**src/rtl/fifo_wr_arbiter.sv**
```systemverilog
// Round-robin write arbiter in front of a single FIFO write port.
// Bounded bursts per grant, one idle cycle between grants.
module fifo_wr_arbiter #(
  parameter int FIFO_WIDTH = 16,
  parameter int NUM_REQ    = 4,
  parameter int MAX_BURST  = 4
) (
  input  logic                          clk,
  input  logic                          rst_n,
  input  logic [NUM_REQ-1:0]            req_valid,
  input  logic [NUM_REQ*FIFO_WIDTH-1:0] req_data,
  output logic [NUM_REQ-1:0]            req_ready,
  input  logic                          fifo_full,
  output logic                          fifo_wr_en,
  output logic [FIFO_WIDTH-1:0]         fifo_data_in,
  output logic [$clog2(NUM_REQ)-1:0]    grant_id,
  output logic                          busy,
  output logic [15:0]                   wr_count
);

  localparam int IW = $clog2(NUM_REQ);
  localparam int BW = $clog2(MAX_BURST + 1);

  typedef enum logic {IDLE, GRANT} state_e;

  state_e        state_q;
  logic [IW-1:0] rr_ptr_q;
  logic [IW-1:0] grant_q;
  logic [BW-1:0] burst_q;
  logic [15:0]   wr_cnt_q;
  logic [15:0]   wr_cnt_d;

  logic [IW-1:0] pick;
  logic [IW:0]   cand;
  logic [IW-1:0] next_ptr;
  logic          granted;
  logic          xfer;

  assign granted  = (state_q == GRANT);
  assign xfer     = granted && req_valid[grant_q] && !fifo_full;
  assign wr_cnt_d = wr_cnt_q + 16'd1;
  assign next_ptr = (grant_q == IW'(NUM_REQ - 1)) ? '0 : grant_q + 1'b1;

  // First valid requester at or after rr_ptr, wrapping modulo NUM_REQ.
  always_comb begin
    pick = '0;
    cand = '0;
    for (int i = NUM_REQ - 1; i >= 0; i--) begin
      cand = {1'b0, rr_ptr_q} + (IW+1)'(i);
      if (cand >= (IW+1)'(NUM_REQ))
        cand = cand - (IW+1)'(NUM_REQ);
      if (req_valid[cand[IW-1:0]])
        pick = cand[IW-1:0];
    end
  end

  // Zero-latency write path from the granted requester.
  always_comb begin
    req_ready    = '0;
    fifo_wr_en   = xfer;
    fifo_data_in = '0;
    if (granted && !fifo_full)
      req_ready = NUM_REQ'(1) << grant_q;
    if (xfer)
      fifo_data_in = req_data[grant_q*FIFO_WIDTH +: FIFO_WIDTH];
  end

  // Arbitration FSM; pointer moves past the grantee on every release.
  always_ff @(posedge clk or negedge rst_n) begin
    if (!rst_n) begin
      state_q  <= IDLE;
      rr_ptr_q <= '0;
      grant_q  <= '0;
      burst_q  <= '0;
      wr_cnt_q <= '0;
    end else begin
      unique case (state_q)
        IDLE: begin
          if (|req_valid) begin
            grant_q <= pick;
            burst_q <= '0;
            state_q <= GRANT;
          end
        end
        GRANT: begin
          if (!req_valid[grant_q]) begin
            state_q  <= IDLE;
            rr_ptr_q <= next_ptr;
          end else if (xfer) begin
            wr_cnt_q <= wr_cnt_d;
            burst_q  <= burst_q + 1'b1;
            if (burst_q == BW'(MAX_BURST - 1)) begin
              state_q  <= IDLE;
              rr_ptr_q <= next_ptr;
            end
          end
        end
        default: state_q <= IDLE;
      endcase
    end
  end

  assign grant_id = grant_q;
  assign busy     = granted;
  assign wr_count = wr_cnt_q;

endmodule

```
**config.mk**
```make
export PLATFORM = sky130hd
export DESIGN_NAME = fifo_wr_arbiter
export DESIGN_NICKNAME = d
export VERILOG_FILES = /design/src/rtl/fifo_wr_arbiter.sv
export SDC_FILE = /design/constraint.sdc
export NUM_CORES = 1
export LEC_CHECK = 0
export CORE_ASPECT_RATIO = 1.75
export CORE_MARGIN = 2
export CORE_UTILIZATION = 41
export DETAILED_ROUTE_END_ITERATION = 16
export GPL_TIMING_DRIVEN = 0
export PLACE_DENSITY = 0.88
export SYNTH_ARGS = -nofsm -noshare
export SYNTH_HDL_FRONTEND = slang
export SYNTH_SLANG_ARGS = --single-unit
```
**constraint.sdc**
```tcl
create_clock -name clk -period 5.21 [get_ports clk]
set_clock_uncertainty 0.2 [all_clocks]
set_input_delay 1.042 -clock clk [delete_from_list [all_inputs] [get_ports clk]]
set_output_delay 1.042 -clock clk [all_outputs]
set_load 0.05 [all_outputs]
```
# --- After elaboration in Yosys (flattened, before gate mapping) ---
# Index checks and enable logic that the tools add are counted.
op_classes:
  reduce_logical: 9
  n_lt_le_gt_ge: 9
  n_eq_ne: 7
  n_bitwise: 1
  muxes: 33
  shift: 2
  addsub: 10
op_table:
  columns: ["operator", "n"]
  rows:
  - ["$shiftx 64x7->16", 1]
  - ["$mux 2", 12]
  - ["$add 16x1->16 const B", 1]
  - ["$mux 16", 1]
  - ["$lt 2x3->1 const B", 5]
  - ["$bmux 1 s2", 5]
  - ["$ge 3x3->1 const B", 3]
  - ["$mux 1", 9]
  - ["$mux 3", 3]
  - ["$reduce_and 3->1", 3]
  - ["$sub 2x1->2 const B", 4]
  - ["$add 2x2->3 const B", 2]
  - ["$ne 2x2->1 const B", 3]
  - ["$pmux 3 s2", 1]
  - ["$mux 4", 1]
  - ["$ne 2x1->1 const B", 2]
  - ["$reduce_or 4->1", 1]
  - ["$shl 1x2->4 const A", 1]
  - ["$add 2x1->3 const B", 1]
  - ["$add 3x1->3 const B", 1]
  - ["$eq 3x2->1 const B", 1]
  - ["$ge 2x3->1 const B", 1]
  - ["$logic_and 1x1->1", 3]
  - ["$add 2x1->2 const B", 1]
  - ["5 further kinds", 5]
totals:
  regBits: 24
  output_inout_bits: 40

# --- Logic depth before layout (Yosys ltp) ---
# Gate-level depths: netlist of the first run.
logic_depth:
  ltp_word: 9
  depth_mapped: 6
  mapped_depth_nobuf: 5

# --- Worst setup path before layout of the first run ---
# Ideal clock, no wire load.
synth_timing:
  path_kind: "input-to-output"
  start: "input req_valid[3]"
  end: "output fifo_data_in[10]"
  arrival_time_ns: 2.197
  required_ns: 3.968
  path_buffers: 2
  path_stages: 4
  path_slack_ns: 1.771
  cell_sequence: "mux4_2 -> buf_6 -> buf_6 -> and3_1"
synth_between:
  elab_chain_len: 5
synth_rtl:
  columns: ["element", "line", "source"]
  rows:
  - ["start, declared", "10", "input logic [NUM_REQ-1:0] req_valid,"]
  - ["$bmux 1 s2", "40", "assign xfer = granted && req_valid[grant_q] && !fifo_full;"]
  - ["$mux 1 (implied by the code)", "40", null]
  - ["$logic_and 1x1->1 (2 in a row)", "40", null]
  - ["$mux 16", "64", "if (xfer)"]
  - ["end, declared", "15", "output logic [FIFO_WIDTH-1:0] fifo_data_in,"]
# No other way between the ends. The select of a mux whose other input is x is not followed.

# --- Worst setup path in the final report of the first run ---
layout_timing:
  start: "input req_valid[3]"
  end: "output fifo_data_in[6]"
# Same word-level chain as after synthesis.

==> impl_metrics.ini, run 1 <==
[setup_path]
critPathArrivalTime_ps = 3380
critPathRequiredTime_ps = 3970
cp-start-kind = primary input
crit_type = primary input to output port
end_kind = output port
crit_fanout = 10

[route]
drt_iter0_drc = 26
vias = 1837
drtAntennaViolNets = 0
drt_wl_total_um = 5570
vias_per_cell = 5.58
drc = 0
wl_per_cell_um = 16.9
first_pass_iters = 4

[clocking]
clk_pin_slew_ps = 90
cts_sinks = 24
numCtsBuffers = 3
cts_tree = yes
cts_hold_buffers = 0
post-cts-setup-buffers = 0
ctsResizeCount = 0
clock_latency_ps = 270
htree_levels = 1
clockBufferDepth = 2
cts_root_buf = clkbuf_8

[final_layout]
area_growth_pct = 66.1
nets = 357
fill_cells = 337
antennaDiodeCount = 0
drive_above_1_share_pct = 10.4

[power]
pwr_density_cell_mw_per_mm2 = 434
leakage_nw = 1.36
ir_drop_mv = 0.416
p_total_mw = 1.35

[job]
drv_cap = 0

[timing]
finalSetupViolations = 0
setup_tns_ps = 0
tightest_slew_ps = 1090
fmax_mhz = 216
rsz0062_at_grt = no
min_period_over_period_pct = 88.8
finalCriticalPeriod_ps = 4620
finalHoldViolCount = 0
relSlewSlack_pct = 27.0
final-max-slew-violation-count = 0
hold_slack_ps = 272

[die]
die_h_um = 93.4
fp.coreArea_mm2 = 0.00440
die_x_um = 55.1
io_pins = 111
die-area_mm2 = 0.00514
start_util_pct = 42.5
rows = 32

[global_route]
antenna_found_initial = 0
grt_max_degree = 25
grt_use_total_pct = 23.8
grt_pass1_vias = 1968
grt_pass1_wl_um = 8890
overflow = 0

[yosys]
synth_nets = 242
syn_inst = 164
seq_area_frac_synth_pct = 32.1
synthTopCellsByArea = dfrtp_1 32%, mux4_2 12%, mux4_1 9.8%, and3_1 5.7%, ha_1 4.7%
synth_warnings = 0
syn_avg_cell_area_um2 = 11.4
synth.distinct_cells = 40
synth_area_mm2 = 0.00187
synth_top_cell_by_area = dfrtp_1
post-synth-top-area-fraction_pct = 32.1
ys_ff_latch = 24

[placement]
globalplace.congestion = 0.804
post-dp-hpwl_um = 4630
port_buffers = 110

[min_path]
hold_class = flip-flop to flip-flop

[outcome]
status = finished clean
==> Yosys cell counts <==
cell / instances
nor4_4: 1
xnor2_1: 8
a21boi_0: 1
nand3_1: 8
mux4_1: 7
o21bai_1: 1
and2_1: 4
clkbuf_1: 2
or3b_2: 1
o211ai_1: 1
buf_2: 2
o21ai_0: 3
nand3b_1: 1
o2111ai_1: 1
dfrtp_1: 24
a21oi_1: 2
inv_1: 5
ha_1: 7
mux4_2: 10
nand2b_1: 4
and4b_1: 2
nor3_1: 2
nor3_2: 1
and4_1: 2
a22o_1: 1
buf_6: 3
mux2_2: 2
inv_2: 1
nand4_4: 2
nand2_1: 15
xor2_1: 8
or2_2: 1
nor2_1: 7
and3_1: 17
nor4_1: 1
nand4_1: 1
a2bb2oi_1: 1
buf_1: 1
a21boi_2: 1
nor2b_1: 2
==> state kept, by name, indices dropped and copies added, names as in the netlist <==
register	flops
busy	1
grant_id	2
wr_count	16
rr_ptr_q	2
burst_q	3
==> logic make-up after synthesis <==
logic type	Yosys count	share of synthesized area, %
buffers and inverters	14	4.15
and+or+nand+nor	72	23.9
muxes	19	23.1
DFF	24	32.1
xor gates and xnor gates	16	7.49
adders and majority gates	7	4.68
AOI/OAI and AO/OA	12	4.55
==> final timing paths <==
check	startpoint	end	slack (ps)	cells past startpoint
worst max-delay path	req_valid[3]	fifo_data_in[6]	590	6
worst min-delay path	wr_count[15]	wr_count[15]	270	1
worst max register to register	grant_id[1]	rr_ptr_q[1]	3100	5
worst min register to register	wr_count[15]	wr_count[15]	270	1
max in group asynchronous	rst_n	burst_q[1]	3000	1
min in group asynchronous	rst_n	wr_count[13]	1150	1
==> power by group <==
part / total, mW / leakage, nW / internal, mW / switching (mW)
Combinational: 0.882 / 1.02 / 0.393 / 0.488
Clock: 0.165 / 0.0357 / 0.103 / 0.0623
Sequential: 0.302 / 0.307 / 0.232 / 0.0702
==> layout make-up <==
| cell class | instances | area, um2 | area share [%] |
|---|---|---|---|
| buffer | 8 | 55.1 | 1.77 |
| clock buffer | 3 | 41.3 | 1.33 |
| clock inverter | 1 | 30.0 | 0.967 |
| inverter | 6 | 22.5 | 0.725 |
| multi-input combinational | 126 | 1190 | 38.4 |
| sequential | 24 | 601 | 19.3 |
| tap | 51 | 63.8 | 2.05 |
| timing repair buffer | 110 | 1100 | 35.4 |
==> per-stage QoR <==
step	util (%)	area, um2	instances	setup slack (ps)
2_1_floorplan	-	1870	164	1770
3_3_place_gp	68.9	3040	325	600
3_5_place_dp	68.9	3040	325	580
4_1_cts	70.5	3110	329	577
5_1_grt	70.5	3110	329	522
6_report	70.5	3110	329	586
==> layout by cell type (no fill, tap or decap), types with 2 or more instances in the layout <==
cell type and n:
and4b_1 2, nor3_1 2, nand4_4 2, nor2_1 7, dfrtp_1 24, mux2_2 2
buf_2 2, ha_1 7, o21ai_0 3, clkbuf_8 3, and3_1 17, and4_1 2
xnor2_1 8, inv_1 5, mux4_1 7, mux4_2 10, clkdlybuf4s50_1 110, nand2_1 15
nor2b_1 2, nand2b_1 4, clkbuf_1 2, xor2_1 8, a21oi_1 2, nand3_1 8
and2_1 4, buf_6 3
==> critical path, stage by stage <==
cell and delay (ps):
clkdlybuf4s50_1 510, mux4_2 620, buf_6 190, buf_6 140
and3_1 160, clkdlybuf4s50_1 710
==> per-layer routing <==
layer	vias to the layer above	part of all wire [%]	track usage, %	routed length [um]
met5	-	0	0	0
met4	0	3.7	8.74	206
met3	17	5.8	4.31	322
met2	98	59	47.1	3280
met1	885	32	21.7	1770
li1	837	-	-	-
No activity file was read; power rests on OpenSTA's default activity.
==> run 2, diff against run 1 <==
--- a/config.mk
+++ b/config.mk
@@ -5,10 +5,11 @@
 export SDC_FILE = /design/constraint.sdc
 export NUM_CORES = 1
 export LEC_CHECK = 0
-export CORE_ASPECT_RATIO = 1.75
+export CORE_ASPECT_RATIO = 1.1
 export CORE_MARGIN = 2
 export CORE_UTILIZATION = 41
 export DETAILED_ROUTE_END_ITERATION = 16
+export GPL_ROUTABILITY_DRIVEN = 0
 export GPL_TIMING_DRIVEN = 0
 export PLACE_DENSITY = 0.88
 export SYNTH_ARGS = -nofsm -noshare
==> run 2 against run 1 <==
Clock-buffer cell count grew 1; power shrank 3.9%; critical endpoint unchanged; wire length shrank 7.3%; register-to-register slack is essentially flat; non-clock buffer count is the same; sequential share of layout area grew 0.078 points; cell count grew 0.91%; critical path depth is the same.
==> impl_metrics.ini, run 2 (same netlist as run 1, synthesis figures left out) <==
[outcome]
status = finished clean

[timing]
finalSetupViolations = 0
min_period_over_period_pct = 88.4
finalHoldViolCount = 0
tightest_slew_ps = 1050
relSlewSlack_pct = 29.7
finalCriticalPeriod_ps = 4600
setup_tns_ps = 0
final-max-slew-violation-count = 0
rsz0062_at_grt = no
fmax_mhz = 217

[clocking]
clk_pin_slew_ps = 80
clockBufferDepth = 2
htree_levels = 1
numCtsBuffers = 3
cts_hold_buffers = 0
ctsResizeCount = 0
cts_sinks = 24
cts_tree = yes
clock_latency_ps = 260
cts_root_buf = clkbuf_8
post-cts-setup-buffers = 0

[global_route]
grt_use_total_pct = 20.5
grt_pass1_wl_um = 7900
overflow = 0
antenna_found_initial = 0
grt_max_degree = 25
grt_pass1_vias = 1706

[route]
top_layer = met4
wl_met1_um = 1990
wl_met2_um = 2730
drt_wl_total_um = 5170
drt_iter0_drc = 64
wl_met3_um = 339
first_pass_iters = 4
vias_per_cell = 5.22
drtAntennaViolNets = 0
wl_per_cell_um = 15.6
drc = 0
vias = 1734

[power]
pwr_density_cell_mw_per_mm2 = 419
p_total_mw = 1.30
leakage_nw = 1.35
ir_drop_mv = 0.211

[placement]
post-dp-hpwl_um = 4240
dp_cells = 328
port_buffers = 110
dpl_cell_area_mm2 = 0.00304

[die]
die-area_mm2 = 0.00512
fp.coreArea_mm2 = 0.00435
io_pins = 111
die_h_um = 74.8
rows = 25
die_x_um = 68.4
start_util_pct = 43.0

[job]
drv_cap = 0

[final_layout]
area_growth_pct = 65.4
layout_commonest_cell = clkdlybuf4s50_1
final_area_mm2 = 0.00309
nets = 357
drive_above_1_share_pct = 10.4
largest_register_ffs = 16
final_cell_mix = 110 x clkdlybuf4s50_1, 24 x dfrtp_1, 17 x and3_1, 15 x nand2_1, 10 x mux4_2
antennaDiodeCount = 0
fill_cells = 337
stdcell_count = 332

[min_path]
hold_class = flip-flop to flip-flop

[setup_path]
crit_fanout = 10
critPathArrivalTime_ps = 3360
crit_type = primary input to output port
end_kind = output port
critPathRequiredTime_ps = 3970
cp-start-kind = primary input
-- run 2: layer usage --
metal  up-vias  global-route usage [%]
met5         -                       0
met4         0                    6.44
met3        12                    3.59
met2        63                    38.4
met1       817                    23.2
li1        842                       -
-- run 2: cell type report --
class / count / area (um2) / area share (%)
Multi-Input combinational cell: 126 / 1190 / 38.5
Timing Repair Buffer: 110 / 1100 / 35.6
Sequential cell: 24 / 601 / 19.4
Tap cell: 54 / 67.6 / 2.18
Clock buffer: 4 / 55.1 / 1.78
Buffer: 8 / 55.1 / 1.78
Inverter: 6 / 22.5 / 0.728
-- run 2: path summary, 6_finish.rpt --
kind                                    to  slack [ps]  cells past startpoint    startpoint
max                        fifo_data_in[6]         610                      6  req_valid[3]
min                           wr_count[15]         270                      1  wr_count[15]
max reg2reg                    rr_ptr_q[1]        3090                      5   grant_id[1]
min reg2reg                   wr_count[15]         270                      1  wr_count[15]
min in group asynchronous     wr_count[12]        1150                      1         rst_n
max in group asynchronous             busy        3030                      1         rst_n
-- run 2: report_power, final --
part / internal (mW) / total, mW / switching, mW
clock: 0.0673 / 0.123 / 0.0552
combinational: 0.392 / 0.876 / 0.484
sequential: 0.232 / 0.298 / 0.0656
total: 0.692 / 1.30 / 0.605
-- run 2: per-stage QoR --
step | util, % | hold WS [ps] | setup WS [ps]
floorplan | - | 268 | 1770
global placement | 69.9 | 254 | 600
detailed placement | 69.9 | 263 | 597
CTS | 71.2 | 274 | 594
global route | 71.2 | 294 | 533
finish | 71.2 | 271 | 605
-- run 2: worst max-delay path, stage by stage --
cell             delay, ps
clkdlybuf4s50_1        500
mux4_2                 620
buf_6                  200
buf_6                  140
and3_1                 150
clkdlybuf4s50_1        710
==> run 3, diff against run 2 <==
--- a/config.mk
+++ b/config.mk
@@ -7,11 +7,11 @@
 export LEC_CHECK = 0
 export CORE_ASPECT_RATIO = 1.1
 export CORE_MARGIN = 2
-export CORE_UTILIZATION = 41
+export CORE_UTILIZATION = 34
 export DETAILED_ROUTE_END_ITERATION = 16
 export GPL_ROUTABILITY_DRIVEN = 0
 export GPL_TIMING_DRIVEN = 0
-export PLACE_DENSITY = 0.88
+export PLACE_DENSITY = 0.78
 export SYNTH_ARGS = -nofsm -noshare
 export SYNTH_HDL_FRONTEND = slang
 export SYNTH_SLANG_ARGS = --single-unit
==> constraint.sdc (replaced) <==
create_clock -name clk -period 4.1 [get_ports clk]
set_clock_uncertainty 0.2 [all_clocks]
set_input_delay 0.82 -clock clk [delete_from_list [all_inputs] [get_ports clk]]
set_output_delay 0.82 -clock clk [all_outputs]
set_load 0.05 [all_outputs]
==> run 3 against run 2 <==
Wire length down 0.31%; via count grew 0.40%; combinational power rose by 26%; sequential power up 28%; sequential share of layout area decreased by 0.11 points; cell area up 0.57%; flip-flop and latch count stayed put; worst setup slack got worse by 530 ps; die area rose by 19%; non-clock buffer count is the same; clock-buffer cell count stayed put; critical endpoint is now fifo_data_in[5]; largest cell class unchanged.
==> impl_metrics.ini, run 3 (same netlist as run 1, synthesis figures left out) <==
[route]
first_pass_iters = 4
drt_wl_total_um = 5150
drt_iter0_drc = 83
wl_per_cell_um = 14.6
vias = 1741
drc = 0
vias_per_cell = 4.93
drtAntennaViolNets = 0

[final_layout]
final_cell_mix = 100 x clkdlybuf4s50_1, 24 x dfrtp_1, 17 x and3_1, 15 x nand2_1, 10 x mux4_2
layout_commonest_cell = clkdlybuf4s50_1
drive_above_1_share_pct = 10.4
nets = 357
largest_register_ffs = 16
area_growth_pct = 66.4
antennaDiodeCount = 0
fill_cells = 462

[global_route]
overflow = 0
antenna_found_initial = 0
grt_pass1_vias = 1706
grt_use_total_pct = 17.3
grt_max_degree = 25
grt_pass1_wl_um = 8070

[setup_path]
worst_path_most_repeated_cell = clkdlybuf4s50_1
timing.rr.start = grant_id[1]
slowest_stage = clkdlybuf4s50_1
cp-start-kind = primary input
crit_fanout = 10
critPathRequiredTime_ps = 3080
worst_r2r_endpoint = rr_ptr_q[1]
path_cells = clkdlybuf4s50_1 > mux4_2 > buf_6 > and3_1 > clkdlybuf4s50_1
crit_type = primary input to output port
worst-r2r-cell-count = 5
critPathArrivalTime_ps = 3010
end_kind = output port
cpPeakStageDelay_ps = 700
rrSetupSlack_ps = 1890

[die]
die_h_um = 81.8
die_x_um = 74.7
fp.coreArea_mm2 = 0.00536
die-area_mm2 = 0.00611
io_pins = 111
start_util_pct = 34.9
rows = 28

[timing]
fmax_mhz = 248
finalSetupViolations = 0
relSlewSlack_pct = 29.7
tightest_slew_ps = 1050
rsz0062_at_grt = no
finalHoldViolCount = 0
setup_ws_ps = 70.4
finalCriticalPeriod_ps = 4030
min_period_over_period_pct = 98.3
final-max-slew-violation-count = 0

[placement]
place_ws_ps = -89.7
post-dp-hpwl_um = 4210
port_buffers = 110

[min_path]
hold_class = flip-flop to flip-flop
min_to = wr_count[15]
min-delay-start = wr_count[15]
holdPathStages = 1

[power]
pwr_density_cell_mw_per_mm2 = 526
p_total_mw = 1.64
ir_drop_mv = 0.281
leakage_nw = 1.41

[clocking]
clk_pin_slew_ps = 90
post-cts-setup-buffers = 0
cts_root_buf = clkbuf_8
numCtsBuffers = 3
cts_sinks = 24
clockBufferDepth = 2
cts_tree = yes
clock_latency_ps = 270
htree_levels = 1

[job]
drv_cap = 0

[outcome]
status = finished clean
## run 3: cell count changes in the layout (fill, tap and decap cells not counted)
cell,before,now
dlygate4sd2_1,0,9
dlymetal6s2s_1,0,1
clkdlybuf4s50_1,110,100
## run 3: layer usage
layer / up-vias / part of all wire [%] / GRT usage [%]
li1: 846 / - / -
met2: 58 / 50 / 30.3
met4: 0 / 0.93 / 3.93
met5: - / 0 / 0
met3: 6 / 6.5 / 3.93
met1: 831 / 42 / 21.5
## run 3: critical path: cells and delay by family
| kind | cells | cell delay, ps |
|---|---|---|
| buf+inv | 3 | 1400 |
| simple gates | 1 | 160 |
| mux | 1 | 630 |
## run 3: per-stage QoR
stage	instance area, um2	hold slack [ps]	TNS [ps]	instances	utilization, %
after floorplan	1870	268	0	164	-
after global placement	3070	260	-433	349	57.2
after detailed placement	3070	261	-576	349	57.2
after CTS	3110	276	0	353	58.0
after global routing	3110	299	0	353	58.1
final	3110	268	0	353	58.1
## run 3: power breakdown
part | total, mW | switching (mW) | leakage [nW] | internal [mW]
Sequential | 0.381 | 0.0859 | 0.307 | 0.295
Clock | 0.159 | 0.0737 | 0.0288 | 0.0857
Combinational | 1.10 | 0.610 | 1.07 | 0.485
## run 3: area by class of cell
| type | count | area [um2] | share of cell area, % |
|---|---|---|---|
| Multi-Input combinational cell | 126 | 1190 | 38.3 |
| Timing Repair Buffer | 110 | 1090 | 35.1 |
| Sequential cell | 24 | 601 | 19.3 |
| Tap cell | 75 | 93.8 | 3.02 |
| Clock buffer | 4 | 55.1 | 1.77 |
| Buffer | 8 | 55.1 | 1.77 |
| Inverter | 6 | 22.5 | 0.724 |
## run 3: worst max-delay path by stage
stage / slack (ps) / end / start / cells past startpoint
floorplan: 1000 / fifo_data_in[10] / grant_id[0] / 5
global placement: -60 / fifo_data_in[6] / req_valid[3] / 6
detailed placement: -90 / fifo_data_in[8] / req_valid[3] / 6
CTS: 40 / fifo_data_in[0] / req_valid[3] / 5
global route: 3 / fifo_wr_en / req_valid[3] / 5
finish: 70 / fifo_data_in[5] / req_valid[3] / 5
## run 3: repair_timing
item                       in CTS  in global routing
gates resized for setup         9                  1
setup endpoints to repair       9                  1
hold endpoints to repair        0                  0
hold buffers                    0                  0
cloned                          0                  0
pin swaps                       0                  0
